## src/rtl/multicycle_control.sv

```systemverilog
// ============================================================================
// multicycle_control : main control FSM for the multicycle MIPS datapath
// Rev 1.0 - initial release
// ============================================================================
`default_nettype none

module multicycle_control #(
  parameter logic [5:0] OP_RTYPE = 6'b000000,
  parameter logic [5:0] OP_LW    = 6'b100011,
  parameter logic [5:0] OP_SW    = 6'b101011,
  parameter logic [5:0] OP_BEQ   = 6'b000100,
  parameter logic [5:0] OP_J     = 6'b000010,
  parameter logic [5:0] OP_ADDI  = 6'b001000
) (
  input  logic       clk,
  input  logic       rst_n,
  input  logic [5:0] opcode,
  input  logic       mem_ready,
  output logic       PCWrite,
  output logic       PCWriteCond,
  output logic       IorD,
  output logic       MemRead,
  output logic       MemWrite,
  output logic       IRWrite,
  output logic       MemtoReg,
  output logic       RegDst,
  output logic       RegWrite,
  output logic       ALUSrcA,
  output logic [1:0] ALUSrcB,
  output logic [1:0] ALUOp,
  output logic [1:0] PCSource,
  output logic [3:0] state,
  output logic       illegal_op
);

  typedef enum logic [3:0] {
    S_IDLE     = 4'd0,
    S_FETCH    = 4'd1,
    S_DECODE   = 4'd2,
    S_MEMADR   = 4'd3,
    S_MEMREAD  = 4'd4,
    S_MEMWB    = 4'd5,
    S_MEMWRITE = 4'd6,
    S_EXECUTE  = 4'd7,
    S_ALUWB    = 4'd8,
    S_BRANCH   = 4'd9,
    S_JUMP     = 4'd10,
    S_ADDIEXEC = 4'd11,
    S_ADDIWB   = 4'd12
  } state_t;

  state_t r_state;
  state_t w_next;

  always_ff @(posedge clk or negedge rst_n) begin
    if (!rst_n) begin
      r_state <= S_IDLE;
    end else begin
      r_state <= w_next;
    end
  end

  assign state = r_state;

  always_comb begin
    w_next      = S_FETCH;
    PCWrite     = 1'b0;
    PCWriteCond = 1'b0;
    IorD        = 1'b0;
    MemRead     = 1'b0;
    MemWrite    = 1'b0;
    IRWrite     = 1'b0;
    MemtoReg    = 1'b0;
    RegDst      = 1'b0;
    RegWrite    = 1'b0;
    ALUSrcA     = 1'b0;
    ALUSrcB     = 2'b00;
    ALUOp       = 2'b00;
    PCSource    = 2'b00;
    illegal_op  = 1'b0;

    case (r_state)
      S_IDLE: begin
        w_next = S_FETCH;
      end
      S_FETCH: begin
        // PC+4 and IR load only commit on the cycle memory delivers the word
        MemRead = 1'b1;
        ALUSrcB = 2'b01;
        IRWrite = mem_ready;
        PCWrite = mem_ready;
        w_next  = mem_ready ? S_DECODE : S_FETCH;
      end
      S_DECODE: begin
        ALUSrcB = 2'b11;
        if ((opcode == OP_LW) || (opcode == OP_SW)) begin
          w_next = S_MEMADR;
        end else if (opcode == OP_RTYPE) begin
          w_next = S_EXECUTE;
        end else if (opcode == OP_BEQ) begin
          w_next = S_BRANCH;
        end else if (opcode == OP_J) begin
          w_next = S_JUMP;
        end else if (opcode == OP_ADDI) begin
          w_next = S_ADDIEXEC;
        end else begin
          illegal_op = 1'b1;
          w_next     = S_FETCH;
        end
      end
      S_MEMADR: begin
        ALUSrcA = 1'b1;
        ALUSrcB = 2'b10;
        w_next  = (opcode == OP_LW) ? S_MEMREAD : S_MEMWRITE;
      end
      S_MEMREAD: begin
        MemRead = 1'b1;
        IorD    = 1'b1;
        w_next  = mem_ready ? S_MEMWB : S_MEMREAD;
      end
      S_MEMWB: begin
        MemtoReg = 1'b1;
        RegWrite = 1'b1;
        w_next   = S_FETCH;
      end
      S_MEMWRITE: begin
        MemWrite = 1'b1;
        IorD     = 1'b1;
        w_next   = mem_ready ? S_FETCH : S_MEMWRITE;
      end
      S_EXECUTE: begin
        ALUSrcA = 1'b1;
        ALUOp   = 2'b10;
        w_next  = S_ALUWB;
      end
      S_ALUWB: begin
        RegDst   = 1'b1;
        RegWrite = 1'b1;
        w_next   = S_FETCH;
      end
      S_BRANCH: begin
        ALUSrcA     = 1'b1;
        ALUOp       = 2'b01;
        PCWriteCond = 1'b1;
        PCSource    = 2'b01;
        w_next      = S_FETCH;
      end
      S_JUMP: begin
        PCWrite  = 1'b1;
        PCSource = 2'b10;
        w_next   = S_FETCH;
      end
      S_ADDIEXEC: begin
        ALUSrcA = 1'b1;
        ALUSrcB = 2'b10;
        w_next  = S_ADDIWB;
      end
      S_ADDIWB: begin
        RegWrite = 1'b1;
        w_next   = S_FETCH;
      end
      default: begin
        w_next = S_FETCH;
      end
    endcase
  end

endmodule

`default_nettype wire

```

## config.mk

```make
export PLATFORM = sky130hd
export DESIGN_NAME = multicycle_control
export DESIGN_NICKNAME = d
export VERILOG_FILES = /design/src/rtl/multicycle_control.sv
export SDC_FILE = /design/constraint.sdc
export NUM_CORES = 1
export LEC_CHECK = 0
export ABC_AREA = 1
export ABC_CLOCK_PERIOD_IN_PS = 1300
export BUFFER_PORTS_ARGS = -buffer_cell sky130_fd_sc_hd__buf_2
export CAP_MARGIN = 0
export CORE_AREA = 3 3 40 42
export CTS_CLUSTER_SIZE = 30
export DETAILED_ROUTE_END_ITERATION = 12
export DIE_AREA = 0 0 43 45
export PLACE_DENSITY = 0.7
export SLEW_MARGIN = 20
export SYNTH_ARGS = -nofsm -noshare
export SYNTH_HDL_FRONTEND = slang
export SYNTH_SLANG_ARGS = --single-unit
```

## constraint.sdc

```tcl
create_clock -name clk -period 1.3 [get_ports clk]
set_input_delay 0.065 -clock clk [delete_from_list [all_inputs] [get_ports clk]]
set_output_delay 0.065 -clock clk [all_outputs]
set_load 0.01 [all_outputs]
```

==> impl_results.md <==
* Post-detailed-route count of antenna-violating nets at 0
* CTS H-tree lvls at 1
* Min-Delay Path Class: primary input to async pin
* Worst-Margin Slew at 221 ps
* RePlAce Congestion at 0.930
* Number of flip-flops under the largest register name at 4
* Via density per instance at 4.80
* Total die area at 1940 um2
* Number of global-route vias before repair at 613
* Max transition margin at 85.2%
* Final setup violation count at 5
* Post-Synthesis Cell Area at 464 um2
* Post-synthesis mux area share at 0%
* Placement-stage cell area at 621 um2
* First-pass GRT wire length at 2.46 mm
* Crit path setup slack, layout at -39.6 ps
* Total congestion overflow after global routing at 0
* Max-capacitance violation count at 0
* Root Buffer: sky130_fd_sc_hd__clkbuf_4
* IO Pins at 30
* Seq cells post-synth at 4
* Total wire length after detailed routing at 1.55 mm
* Number of CTS-inserted buffers at 3
* Residual DRC at 0
* Post-synthesis async set-or-reset flop share at 100%
* Fraction of the cycle the final worst path needs at 103%
* Endpoint arrival time on the critical path at 1270 ps
* Crit path max fanout at 5
* Violations in the final reports: setup timing
* Parity-gate share of the synthesized area counting xor and xnor cells at 0%
* Complex-gate fraction of the synthesized area at 10.2%
* Number of antenna violations at the first check in global routing at 0
* Proportion of netlist area held by the largest area contributor at 21.6%
* Worst-path clk slew at 40 ps
* Count of final max-slew check failures at 0
* Multi-input gate area at 342 um2
* Adder and majority cell fraction of the synthesized area at 0%
* Area fraction in and, or, nand and nor cells after synthesis at 52.8%
* Area grow syn2layout at 67.9%
* Number of buffers and inverters on the critical path at 3
* Total number of placement rows at 13
* Seq. cell area at 105 um2
* Post-Synthesis Net Count at 94
* Layout Nets at 136
* # placed instances at 128
* Input/output buffers at 29
* Unrepaired setup endpoints after global routing: true
* Source of the worst register-to-register timing path: state[1]$_DFF_PN0_
* Top-count cell post-synth: sky130_fd_sc_hd__nor2_1
* Sum of negative setup slack at -137 ps
* Routed len/inst at 11.1 um
* Area of the core at 1280 um2
* Worst-Skew Late Latency at 230 ps
* Final number of hold-violating endpoints at 0
* Horizontal extent of the die at 43 um
* Effective utilization at floorplan at 36.1%
* Top cell type by total area after synthesis: sky130_fd_sc_hd__dfrtp_1
* Min Hold Slack at 158 ps
* Critical setup path kind: register to output port
* Fillcell total at 123
* CP max-delay cell: sky130_fd_sc_hd__dfrtp_2
* Longest Clk Path Bufs at 2
* Number of enable flip-flop cells after synthesis at 0
* Height of the die at 45 um
* Dominant delay contributor by cell family on the critical path: flip-flops
* P per Cell Area at 1960 nW/um2
* Leakage power total at 0.483 nW
* Total via count in the routed design at 672
* Synth area leaders: sky130_fd_sc_hd__dfrtp_1 22%, sky130_fd_sc_hd__nor2_1 15%, sky130_fd_sc_hd__nand2_1 14%
* Number of distinct standard cells referenced by the synthesized netlist at 17
* Largest family of logic cells by synthesized area: simple AND/OR/NAND/NOR gates
* Post-detail-place hpwl at 1.05 mm
* Fraction of the yosys area taken by sequential cells at 21.6%
* Layout cell share with drive strength beyond 1 at 50.4%
* Yosys Warn Count at 0
* Post-route clock skew at 2.18 ps
* Shortest clock period the worst path allows after layout at 1340 ps
* Iteration-0 DRC Markers at 9
* Run status: finished with violations
* Critical path startpoint category: register
* Aggregate global-route resource usage at 16.8%
* Worst-case register-to-register setup slack at 90 ps
* CP Cell Sequence: inv_4 -> nand2_4 -> nor2_4 -> inv_1 -> o21ai_1 -> buf_2
* Count of antenna diodes in the layout at 0
* Post-route design area at 779 um2
* End of the worst register-to-register path: state[0]$_DFF_PN0_
* TritonCTS clock tree: yes
* Worst vdd rail ir drop at 0.963 mV
* Predominant post-synthesis flop cell: sky130_fd_sc_hd__dfrtp_1
* Clock sink count at 4
* DR pass1 iterations at 4
* Post-synthesis area per instance at 5.46 um2
* Pin count of the biggest net entering global routing at 6
* Number of cells traversed by the worst register-to-register path at 6
* Final Non-Filler Cells at 140
* Maximum cell stage delay along the critical path at 440 ps
* Achievable Freq at 746 MHz
* Top cell types by occurrence after synthesis: 18 x sky130_fd_sc_hd__nor2_1, 17 x sky130_fd_sc_hd__nand2_1, 16 x sky130_fd_sc_hd__inv_1, 9 x sky130_fd_sc_hd__nand3_1, 5 x sky130_fd_sc_hd__o21ai_0
* Crit. End Element: output port
* Required time reported for the critical path endpoint at 1240 ps
* Mapped Cells at 85
[how the worst max path moves through the flow]
stage	start	end	slack (ps)	cells after the start
2_1_floorplan	state[0]$_DFF_PN0_	MemRead	160	2
3_3_place_gp	state[2]$_DFF_PN0_	illegal_op	140	6
3_5_place_dp	state[2]$_DFF_PN0_	illegal_op	110	6
4_1_cts	state[2]$_DFF_PN0_	ALUSrcB[1]	-60	6
5_1_grt	state[0]$_DFF_PN0_	illegal_op	-130	6
6_report	state[0]$_DFF_PN0_	ALUSrcB[1]	-40	6
[final cells by class]
class	instances	share of cell area (%)
clock buffers	3	2.89
inverters	17	8.51
multi-input cells	63	43.8
flip-flops and latches	4	13.5
well taps	15	2.41
repair buffers	38	28.9
[kinds of logic after synthesis]
group                  Yosys count
and+or+nand+nor                 54
buffers and inverters           18
DFF                              4
AOI/OAI and AO/OA                9
[cell usage in the layout (no fill, tap or decap), drive strengths merged]
master / synthesis / layout
or2: 1 / 1
o21ai: 7 / 7
nand4: 1 / 1
dlygate4sd3: 0 / 1
clkbuf: 0 / 3
dfrtp: 4 / 4
nand3b: 1 / 1
nand3: 9 / 9
inv: 17 / 17
nand2: 19 / 19
buf: 1 / 37
o211ai: 1 / 1
nor2: 23 / 23
a21oi: 1 / 1
[where the power goes]
part | total, mW | internal [mW] | switching [mW]
registers | 0.282 | 0.181 | 0.101
logic | 1.09 | 0.473 | 0.617
clock network | 0.152 | 0.103 | 0.0493
total | 1.52 | 0.757 | 0.767
[timing repair]
item                       CTS  global route
buffers inserted             5             3
pin swaps                    4             4
resized for setup           10            17
hold endpoints to repair     4             0
setup endpoints to repair    8            18
hold buffers                 1             0
[through the flow]
step	setup slack [ps]	util [%]	total power, mW
floorplan	161	-	0.762
global placement	140	48.3	1.06
detailed placement	114	48.3	1.06
CTS	-55.2	55.4	1.35
global route	-132	60.7	1.66
finish	-39.6	60.7	1.52
[per-layer routing]
layer  share of wire, %  global-route usage [%]  vias up  wire (um)
met5                  0                       0        -          0
met4                1.9                    13.9        0         29
met3                8.7                    2.79        4        134
met1                 40                    18.5      290        627
li1                   -                       -      346          -
met2                 49                    28.4       32        758
(Power assumes the default switching activity.)
